## config.mk

```make
export PLATFORM = sky130hd
export DESIGN_NAME = box_collector
export DESIGN_NICKNAME = d
export VERILOG_FILES = /design/src/rtl/game_pkg.sv /design/src/rtl/bcd_counter4.sv /design/src/rtl/box_collector.sv
export SDC_FILE = /design/constraint.sdc
export NUM_CORES = 1
export LEC_CHECK = 0
export ABC_AREA = 1
export CAP_MARGIN = 15
export CORE_ASPECT_RATIO = 0.7
export CORE_MARGIN = 8
export CORE_UTILIZATION = 40
export DETAILED_ROUTE_END_ITERATION = 12
export SETUP_SLACK_MARGIN = 0.15
export SKIP_LAST_GASP = 1
export SYNTH_ARGS = -nofsm -noshare
export SYNTH_HDL_FRONTEND = slang
export SYNTH_SLANG_ARGS = --single-unit
```

## constraint.sdc

```tcl
create_clock -name clk -period 3.1 [get_ports clk]
set_input_delay 0.31 -clock clk [delete_from_list [all_inputs] [get_ports clk]]
set_output_delay 0.31 -clock clk [all_outputs]
set_load 0.05 [all_outputs]
```

## src/rtl/game_pkg.sv

```systemverilog
// Shared constants and enums for the box game: screen geometry, collector FSM states and respawn reasons.
package game_pkg;

    localparam int GRID     = 10;
    localparam int SCREEN_W = 640;
    localparam int SCREEN_H = 480;

    typedef enum logic [1:0] {
        ARMED,
        SPAWN,
        SETTLE
    } state_t;

    typedef enum logic [1:0] {
        SCORE,
        MISS,
        REROLL
    } reason_t;

endpackage

```

## src/rtl/bcd_counter4.sv

```systemverilog
// Four-digit BCD counter: synchronous increment with ripple digit carry, holds at 9999.
// The new value is visible the cycle after inc is sampled.
module bcd_counter4 (
    input  logic        clk,
    input  logic        rst,
    input  logic        inc,
    output logic [15:0] value
);

    logic [15:0] value_q;
    logic [15:0] value_d;
    logic        carry;

    always_comb begin
        value_d = value_q;
        carry   = inc && (value_q != 16'h9999);
        for (int i = 0; i < 4; i++) begin
            if (carry) begin
                if (value_q[4*i +: 4] == 4'd9) begin
                    value_d[4*i +: 4] = 4'd0;
                end else begin
                    value_d[4*i +: 4] = value_q[4*i +: 4] + 4'd1;
                    carry             = 1'b0;
                end
            end
        end
    end

    always_ff @(posedge clk or posedge rst) begin
        if (rst) begin
            value_q <= 16'h0000;
        end else begin
            value_q <= value_d;
        end
    end

    assign value = value_q;

endmodule

```

## src/rtl/box_collector.sv

```systemverilog
// Detects player/box overlap, scores hits, forces respawn on timeout, rerolls spawns onto the player.
// create_new_box/collected are registered: a hit sampled in ARMED at edge N pulses them for cycle N+1.
module box_collector #(
    parameter int GRID           = game_pkg::GRID,
    parameter int TIMEOUT_FRAMES = 600,
    parameter int SETTLE_CYCLES  = 2
) (
    input  logic        clk,
    input  logic        rst,
    input  logic        enable,
    input  logic        frame_tick,
    input  logic [9:0]  player_x,
    input  logic [8:0]  player_y,
    input  logic [9:0]  x_box,
    input  logic [8:0]  y_box,
    output logic        create_new_box,
    output logic        collected,
    output logic [15:0] score_bcd,
    output logic [7:0]  miss_count
);

    import game_pkg::*;

    localparam int TW = (TIMEOUT_FRAMES > 1) ? $clog2(TIMEOUT_FRAMES) : 1;
    localparam int SW = (SETTLE_CYCLES > 1) ? $clog2(SETTLE_CYCLES) : 1;

    localparam logic [TW-1:0] TIMER_LAST  = TW'(TIMEOUT_FRAMES - 1);
    localparam logic [SW-1:0] SETTLE_LOAD = SW'(SETTLE_CYCLES - 1);
    localparam logic [10:0]   GRID_W      = 11'(GRID);

    // Widened to 11 bits so edge + GRID cannot wrap near the screen border.
    logic [10:0] px;
    logic [10:0] py;
    logic [10:0] bx;
    logic [10:0] by;
    logic        hit;

    assign px  = {1'b0, player_x};
    assign py  = {2'b00, player_y};
    assign bx  = {1'b0, x_box};
    assign by  = {2'b00, y_box};
    assign hit = (px + GRID_W > bx) && (bx + GRID_W > px) &&
                 (py + GRID_W > by) && (by + GRID_W > py);

    state_t        state_q;
    state_t        state_d;
    logic [TW-1:0] timer_q;
    logic [TW-1:0] timer_d;
    logic [SW-1:0] settle_q;
    logic [SW-1:0] settle_d;
    logic          spawn_d;
    reason_t       reason_d;
    logic          create_q;
    logic          collected_q;
    logic [7:0]    miss_q;
    logic [7:0]    miss_d;
    logic          score_inc;

    always_comb begin
        state_d  = state_q;
        timer_d  = timer_q;
        settle_d = settle_q;
        spawn_d  = 1'b0;
        reason_d = SCORE;
        case (state_q)
            ARMED: begin
                // Hit takes priority over a timeout on the same cycle.
                if (enable && hit) begin
                    state_d  = SPAWN;
                    spawn_d  = 1'b1;
                    reason_d = SCORE;
                end else if (enable && frame_tick) begin
                    if (timer_q == TIMER_LAST) begin
                        state_d  = SPAWN;
                        spawn_d  = 1'b1;
                        reason_d = MISS;
                    end else begin
                        timer_d = timer_q + TW'(1);
                    end
                end
            end
            SPAWN: begin
                state_d  = SETTLE;
                settle_d = SETTLE_LOAD;
            end
            SETTLE: begin
                if (settle_q == '0) begin
                    if (hit) begin
                        state_d  = SPAWN;
                        spawn_d  = 1'b1;
                        reason_d = REROLL;
                    end else begin
                        state_d = ARMED;
                        timer_d = '0;
                    end
                end else begin
                    settle_d = settle_q - SW'(1);
                end
            end
            default: begin
                state_d = ARMED;
                timer_d = '0;
            end
        endcase
    end

    assign score_inc = spawn_d && (reason_d == SCORE);

    always_comb begin
        miss_d = miss_q;
        if (spawn_d && (reason_d == MISS) && (miss_q != 8'hFF)) begin
            miss_d = miss_q + 8'd1;
        end
    end

    always_ff @(posedge clk or posedge rst) begin
        if (rst) begin
            state_q     <= SETTLE;
            settle_q    <= SETTLE_LOAD;
            timer_q     <= '0;
            create_q    <= 1'b0;
            collected_q <= 1'b0;
            miss_q      <= 8'd0;
        end else begin
            state_q     <= state_d;
            settle_q    <= settle_d;
            timer_q     <= timer_d;
            create_q    <= spawn_d;
            collected_q <= score_inc;
            miss_q      <= miss_d;
        end
    end

    bcd_counter4 u_score (
        .clk   (clk),
        .rst   (rst),
        .inc   (score_inc),
        .value (score_bcd)
    );

    assign create_new_box = create_q;
    assign collected      = collected_q;
    assign miss_count     = miss_q;

endmodule

```

==> reports/qor.json, run 1 <==
{
  "synth_area": {"value": 0.00393, "unit": "mm2"},
  "horiz_die_dim": {"value": 134, "unit": "um"},
  "cts_made_buffers": {"value": 5},
  "pwr-share-comb": {"value": 0.446},
  "portBuffers": {"value": 67},
  "crit_path_start_kind": {"value": "primary input"},
  "synth_top_family_by_area": {"value": "simple AND/OR/NAND/NOR gates"},
  "seq_area_frac_synth": {"value": 0.249},
  "ios": {"value": 68},
  "setup.worst_path.class": {"value": "primary input to flip-flop"},
  "grt_overflow_total": {"value": 0},
  "syn_inst": {"value": 562},
  "synth_enable_flop_cells": {"value": 0},
  "dp_hpwl": {"value": 7.97, "unit": "mm"},
  "cts-htree-levels": {"value": 2},
  "routed.top_layer": {"value": "met4"},
  "synthMuxAreaShare": {"value": 0},
  "routedWlPerCell": {"value": 12.3, "unit": "um"},
  "via_per_inst": {"value": 4.78},
  "rsz0062_at_grt": {"value": "yes"},
  "setup-violations-final": {"value": 0},
  "post_synth_and_or_nand_nor_area_fraction": {"value": 0.300},
  "grt_antenna_before_repair": {"value": 0},
  "wl_met3": {"value": 515, "unit": "um"},
  "synth.cells.most_frequent": {"value": "nand2_1 (118), inv_1 (117), ha_1 (47)"},
  "timing.critical_path.to": {"value": "u_score.value[15]"},
  "max_cap_violations": {"value": 0},
  "fin_ws": {"value": 297, "unit": "ps"},
  "endpoint_of_the_worst_slack_reg_to_reg_timing_path": {"value": "miss_count[6]"},
  "tritoncts": {"value": "built"},
  "synth_largest_area_cell": {"value": "dfrtp_1"},
  "cts.clk_slew.worst_paths": {"value": 60, "unit": "ps"},
  "netlist.area_leader.share": {"value": 0.236},
  "yosys.cell_count.top_type": {"value": "nand2_1"},
  "required": {"value": 3280, "unit": "ps"},
  "mean_post_synth_cell_area": {"value": 6.98, "unit": "um2"},
  "final_antenna_diode_count": {"value": 0},
  "residual_drc": {"value": 0},
  "met2_length": {"value": 4.64, "unit": "mm"},
  "detail_route.wirelength.met1": {"value": 4.96, "unit": "mm"},
  "clock_sinks": {"value": 39},
  "max_slew.worst_pin.slew": {"value": 578, "unit": "ps"},
  "gpl.final_weighted_congestion": {"value": 0.915},
  "fin_nets": {"value": 788},
  "ys_dominant_reg_cell": {"value": "dfrtp_1"},
  "synth.ff_latch_count": {"value": 39},
  "synth.yosys.warnings": {"value": 0},
  "ir_drop": {"value": 0.233, "unit": "mV"},
  "power.clock.fraction": {"value": 0.246},
  "synth_adder_area_share": {"value": 0.150},
  "period_utilization_post_route": {"value": 0.904},
  "placed_instances": {"value": 810},
  "power.net_switching": {"value": 0.793, "unit": "mW"},
  "finClkSkew": {"value": 5.59, "unit": "ps"},
  "complex_gate_fraction_of_the_synthesized_area": {"value": 0.0838},
  "globalRouteTotalUtil": {"value": 0.154},
  "slew_headroom": {"value": 0.613},
  "p_leak": {"value": 3.00, "unit": "nW"},
  "synth_xor_xnor_area_share": {"value": 0.0960},
  "initial_core_util": {"value": 0.408},
  "setup_total_negative_slack": {"value": 0, "unit": "ps"},
  "layout-area-overhead-vs-synth": {"value": 46.4, "unit": "%"},
  "period_needed": {"value": 2800, "unit": "ps"},
  "wire_length_of_the_first_global_routing_pass": {"value": 17.4, "unit": "mm"},
  "finish.cell_count_without_fillers": {"value": 828},
  "outcome": {"value": "finished clean"},
  "cts-root-to-sink-buffers": {"value": 2},
  "power.density_cell_area": {"value": 354, "unit": "mW/mm2"},
  "worst-endpoint-arrival": {"value": 2980, "unit": "ps"},
  "grt_max_degree": {"value": 40},
  "maximum_fanout_along_the_worst_path": {"value": 8},
  "synth.top_cells.by_area": {"value": "dfrtp_1 (24%), ha_1 (15%), nand2_1 (11%)"},
  "max_freq": {"value": 357, "unit": "MHz"},
  "die_area": {"value": 0.0133, "unit": "mm2"},
  "swShare": {"value": 0.390},
  "async_reset_ff_frac": {"value": 1.00},
  "crit-reg2reg-launch": {"value": "timer_q[0]"},
  "yosys.cell_types.count": {"value": 35},
  "hold_class": {"value": "primary input to asynchronous set/reset pin"},
  "pwr-share-seq": {"value": 0.308},
  "core_area": {"value": 0.00961, "unit": "mm2"},
  "clk_latency": {"value": 280, "unit": "ps"},
  "clk_root_buffer_cell": {"value": "clkbuf_16"},
  "endpoint_kind": {"value": "flip-flop"},
  "ant_nets": {"value": 0},
  "slew_viol_final": {"value": 0},
  "initialDrtViolationCount": {"value": 192},
  "critical_path.startpoint": {"value": "y_box[6]"},
  "synth_fp_nets": {"value": 651},
  "setup.reg_to_reg.worst_slack": {"value": 960, "unit": "ps"},
  "fill_cells": {"value": 868},
  "detailedPlace.worstSlack": {"value": -544, "unit": "ps"},
  "worst_r2r_path_depth": {"value": 9},
  "internal_power": {"value": 1.24, "unit": "mW"},
  "vias": {"value": 3954},
  "cts-hold-fix-buffers": {"value": 0},
  "drtPass1Iterations": {"value": 4},
  "finalPower": {"value": 2.03, "unit": "mW"},
  "share_of_post_route_cells_with_drive_strength_above_1": {"value": 0.249},
  "die_h": {"value": 98.9, "unit": "um"},
  "first_global_vias": {"value": 3901},
  "detail_route.wirelength": {"value": 10.2, "unit": "mm"},
  "hold_violations": {"value": 0},
  "row_count": {"value": 30}
}
==> how the worst min path moves through the flow <==
stage | slack (ps) | end
2_1_floorplan | 490 | state_q[1]
4_1_cts | 470 | u_score.value[13]
3_3_place_gp | 490 | u_score.value[10]
6_report | 460 | state_q[0]
3_5_place_dp | 490 | miss_count[6]
5_1_grt | 520 | miss_count[6]
==> power by group through the flow <==
stage          Clock, mW  Sequential [mW]  Combinational (mW)
2_1_floorplan          0            0.672               0.458
3_3_place_gp           0            0.631               0.791
3_5_place_dp           0            0.632               0.811
4_1_cts            0.524            0.624               0.846
5_1_grt            0.542            0.634                1.02
6_report           0.501            0.625               0.907
==> repair_timing <==
item	CTS	global route
gates resized for setup	53	90
setup endpoints to repair	37	36
pin swaps	30	54
setup buffers	6	4
==> routing by layer <==
metal	track usage	vias up
met5	0	-
met4	0.0292	0
met3	0.0320	7
met2	0.250	78
met1	0.207	1806
li1	-	2063
==> cell usage in the layout (no fill, tap or decap), drive strengths merged <==
cell type,n
a21o,5
a21oi,18
buf,68
clkbuf,10
clkdlybuf4s15,5
clkdlybuf4s50,41
clkinv,1
clkinvlp,1
dfrtp,37
dfstp,2
dlygate4sd2,1
dlymetal6s2s,14
ha,47
inv,120
nand2,125
nand3,37
nand3b,3
nand4,15
nor2,53
nor3,11
nor4,6
o211ai,2
o21ai,31
o31ai,2
or2,1
or3,1
xnor2,7
xor2,36
==> worst max-delay path, stage by stage <==
cell and delay, ps:
clkdlybuf4s50_1 490, nand2_2 90, nor3_2 150, xor2_1 160
inv_1 90, ha_4 270, nand2_1 70, inv_2 80
nand3_4 70, inv_2 60, nand3_2 70, a21oi_4 220
nand4_4 140, nor2_4 130, nand3_4 110, nor2_8 200
nand3_4 130, nand2_2 100, nand2_1 50
==> final cells by class <==
type / count / area [um2] / share of cell area
Multi-Input combinational cell: 400 / 2820 / 0.491
Timing Repair Buffer: 133 / 1190 / 0.208
Sequential cell: 39 / 978 / 0.170
Inverter: 120 / 453 / 0.0788
Tap cell: 128 / 160 / 0.0279
Clock buffer: 6 / 129 / 0.0224
Clock inverter: 2 / 12.5 / 0.00218
==> cell families after synthesis <==
| family | after synthesis |
|---|---|
| flops | 39 |
| simple gates | 252 |
| xor+xnor | 43 |
| compound gates | 58 |
| fa+ha+maj | 47 |
| buf+inv | 123 |
==> registers in the layout (all words and copies together) (netlist names) <==
signal,cells
u_score.value,16
timer_q,10
miss_count,8
state_q,2
collected,1
create_new_box,1
settle_q,1
==> stage by stage <==
step	instance area, um2	hold slack, ps	util
after floorplan	3930	486	-
final	5740	460	0.598
after CTS	5460	472	0.568
after detailed placement	5150	490	0.536
after global placement	5150	488	0.536
after global routing	5740	522	0.598
Note: power is estimated with default switching activity, not from simulation.
==> run 2: changes to the inputs <==
PLACE_DENSITY = 0.74   (was default)
SYNTH_HIERARCHICAL = 1   (was default)
==> reports/qor.json, run 2 <==
{
  "largest_register_ffs": {"value": 16},
  "grt_overflow_total": {"value": 0},
  "register_area": {"value": 978, "unit": "um2"},
  "wire_length_of_the_first_global_routing_pass": {"value": 17.9, "unit": "mm"},
  "vias": {"value": 4068},
  "power.density_cell_area": {"value": 357, "unit": "mW/mm2"},
  "routed.top_layer": {"value": "met4"},
  "synth.top_cells.by_area": {"value": "dfrtp_1 (23%), ha_1 (15%), nand2_1 (14%)"},
  "first_global_vias": {"value": 4083},
  "setup.worst_path.class": {"value": "primary input to flip-flop"},
  "max_slew.worst_pin.slew": {"value": 881, "unit": "ps"},
  "cts_made_buffers": {"value": 5},
  "power.clock.fraction": {"value": 0.269},
  "ant_nets": {"value": 0},
  "synth.ff_latch_count": {"value": 39},
  "endpoint_kind": {"value": "flip-flop"},
  "share_of_post_route_cells_with_drive_strength_above_1": {"value": 0.240},
  "residual_drc": {"value": 0},
  "critPathSlowestCell": {"value": "ha_1"},
  "swShare": {"value": 0.386},
  "final_common_cell": {"value": "nand2_1"},
  "row_count": {"value": 30},
  "max_cap_violations": {"value": 0},
  "globalRouteTotalUtil": {"value": 0.156},
  "crit_path_cell_trace": {"value": "buf_2 > ha_4 > o21ai_4 > nor2_1 > nand2_1 > xor2_1 > inv_1 > ha_1 > and3_4 > nand2_1 > nand2_1 > a21oi_2 > buf_4 > nor2_4 > nand4_4 > nor3_4 > buf_6 > nand4_4 > o21bai_1 > nand2_1"},
  "clock_sinks": {"value": 39},
  "finClkSkew": {"value": 4.34, "unit": "ps"},
  "worst-endpoint-arrival": {"value": 3000, "unit": "ps"},
  "p_leak": {"value": 2.95, "unit": "nW"},
  "initialDrtViolationCount": {"value": 229},
  "setup-violations-final": {"value": 0},
  "async_reset_ff_frac": {"value": 1.00},
  "horiz_die_dim": {"value": 135, "unit": "um"},
  "synth_largest_area_cell": {"value": "dfrtp_1"},
  "maximum_fanout_along_the_worst_path": {"value": 8},
  "placed_instances": {"value": 813},
  "yosys.cell_count.top_type": {"value": "nand2_1"},
  "clk_root_buffer_cell": {"value": "clkbuf_16"},
  "wl_met3": {"value": 548, "unit": "um"},
  "initial_core_util": {"value": 0.412},
  "internal_power": {"value": 1.25, "unit": "mW"},
  "cts.clk_slew.worst_paths": {"value": 60, "unit": "ps"},
  "max_incr_delay_on_cp": {"value": 300, "unit": "ps"},
  "final_cell_mix": {"value": "nand2_1 (140), inv_1 (87), buf_4 (58), nor2_1 (43), ha_1 (38)"},
  "cts-hold-fix-buffers": {"value": 0},
  "netlist.area_leader.share": {"value": 0.232},
  "crit_path_start_kind": {"value": "primary input"},
  "synth.cells.most_frequent": {"value": "nand2_1 (145), inv_1 (96), nor2_1 (50)"},
  "power.net_switching": {"value": 0.785, "unit": "mW"},
  "required": {"value": 3270, "unit": "ps"},
  "final_antenna_diode_count": {"value": 0},
  "die_area": {"value": 0.0135, "unit": "mm2"},
  "slew_headroom": {"value": 0.412},
  "cts-htree-levels": {"value": 2},
  "core_area": {"value": 0.00968, "unit": "mm2"},
  "fill_cells": {"value": 822},
  "outcome": {"value": "finished clean"},
  "ys_dominant_reg_cell": {"value": "dfrtp_1"},
  "grt_antenna_before_repair": {"value": 0},
  "setup.reg_to_reg.worst_slack": {"value": 1100, "unit": "ps"},
  "hold_class": {"value": "primary input to asynchronous set/reset pin"},
  "synth_area": {"value": 0.00399, "unit": "mm2"},
  "worst_path_most_repeated_cell": {"value": "nand2_1"},
  "via_per_inst": {"value": 4.90},
  "syn_inst": {"value": 571},
  "detail_route.wirelength": {"value": 10.8, "unit": "mm"},
  "grt_max_degree": {"value": 24},
  "routedWlPerCell": {"value": 13.0, "unit": "um"},
  "layout-area-overhead-vs-synth": {"value": 42.8, "unit": "%"},
  "ios": {"value": 68},
  "dp_hpwl": {"value": 8.31, "unit": "mm"},
  "synth.yosys.warnings": {"value": 6},
  "detail_route.wirelength.met1": {"value": 4.82, "unit": "mm"},
  "yosys.cell_types.count": {"value": 39},
  "tritoncts": {"value": "built"},
  "cts-root-to-sink-buffers": {"value": 2},
  "pwr-share-comb": {"value": 0.427},
  "fin_nets": {"value": 791},
  "seq_area_frac_synth": {"value": 0.245},
  "drtPass1Iterations": {"value": 5},
  "finalPower": {"value": 2.03, "unit": "mW"},
  "portBuffers": {"value": 67},
  "finish.cell_count_without_fillers": {"value": 831},
  "pwr-share-seq": {"value": 0.304},
  "synth_fp_nets": {"value": 660},
  "fin_ws": {"value": 268, "unit": "ps"},
  "final_cell_area": {"value": 0.00570, "unit": "mm2"},
  "synth_enable_flop_cells": {"value": 0},
  "mean_post_synth_cell_area": {"value": 6.99, "unit": "um2"},
  "die_h": {"value": 99.6, "unit": "um"},
  "gpl.final_weighted_congestion": {"value": 0.911},
  "max_freq": {"value": 353, "unit": "MHz"},
  "rsz0062_at_grt": {"value": "no"},
  "ir_drop": {"value": 0.208, "unit": "mV"},
  "period_utilization_post_route": {"value": 0.914},
  "clk_latency": {"value": 280, "unit": "ps"},
  "detailedPlace.worstSlack": {"value": -524, "unit": "ps"},
  "met2_length": {"value": 5.39, "unit": "mm"},
  "dpl_cell_area": {"value": 0.00519, "unit": "mm2"},
  "hold_violations": {"value": 0},
  "period_needed": {"value": 2830, "unit": "ps"},
  "slew_viol_final": {"value": 0},
  "multi_input_area": {"value": 0.00287, "unit": "mm2"}
}
==> run 2: cell types whose count changed in the layout (fill, tap and decap cells not counted), sizes merged, moves of 6 or more <==
cell,delta
inv,-15
clkbuf,+7
nand3,+13
nor2,+6
nor4,-6
nand2,+24
o21ai,-8
xor2,-6
==> run 2: cells by family after synthesis <==
logic type,share of synthesized area
buffers and inverters,0.108
XOR/XNOR,0.0878
AND/OR/NAND/NOR,0.339
adder cells (fa/ha/maj),0.147
AO/OA/AOI/OAI,0.0727
flip-flops,0.245
==> run 2: worst paths after layout <==
path | cells past startpoint | endpoint | from
setup / recovery | 20 | u_score/value[13] | y_box[1]
hold / removal | 2 | u_score/value[10] | rst
setup reg to reg | 8 | u_score/value[13] | state_q[0]
hold reg to reg | 2 | timer_q[5] | timer_q[5]
max in group asynchronous | 2 | miss_count[5] | rst
min in group clk | 2 | timer_q[5] | timer_q[5]
==> run 2: layout make-up <==
type	instances	share of cell area
clock buffers	8	0.0274
flip-flops and latches	39	0.172
well taps	128	0.0281
inverters	106	0.0698
multi-input cells	422	0.504
repair buffers	128	0.199
==> run 2: power by group through the flow <==
stage                     clock network [mW]  logic, mW  registers [mW]
after detailed placement                   0      0.800           0.624
after global placement                     0      0.766           0.622
final                                  0.547      0.868           0.618
after global routing                   0.563      0.971           0.627
after CTS                              0.548      0.828           0.617
after floorplan                            0      0.506           0.648
==> run 2: timing repair <==
| item | CTS | global route |
|---|---|---|
| setup buffers | 5 | 5 |
| pin swaps | 43 | 36 |
| setup endpoints to repair | 34 | 27 |
| gates cloned | 0 | 0 |
| resized for setup | 59 | 79 |
==> run 2: metrics by stage <==
step                      hold WS [ps]  setup TNS [ps]  utilization
final                              460               0        0.589
after detailed placement           469          -10910        0.536
after CTS                          483               0        0.569
after floorplan                    224               0            -
after global routing               515               0        0.589
after global placement             457           -8510        0.536
==> run 2: per-layer routing <==
layer	global-route usage	vias to the layer above
met5	0	-
met4	0.0332	0
met3	0.0287	8
met2	0.272	99
met1	0.196	1904
li1	-	2057
==> run 2: critical path: cells and delay by family <==
family	cells	cell delay, ps
fa+ha+maj	2	470
buf+inv	4	500
simple gates	10	1210
compound gates	3	350
xor+xnor	1	140
==> run 3: changes to the inputs <==
SLEW_MARGIN = 20   (was default)
==> results of run 3 <==
No change in the layout: final DEF, timing and power equal those of run 2.
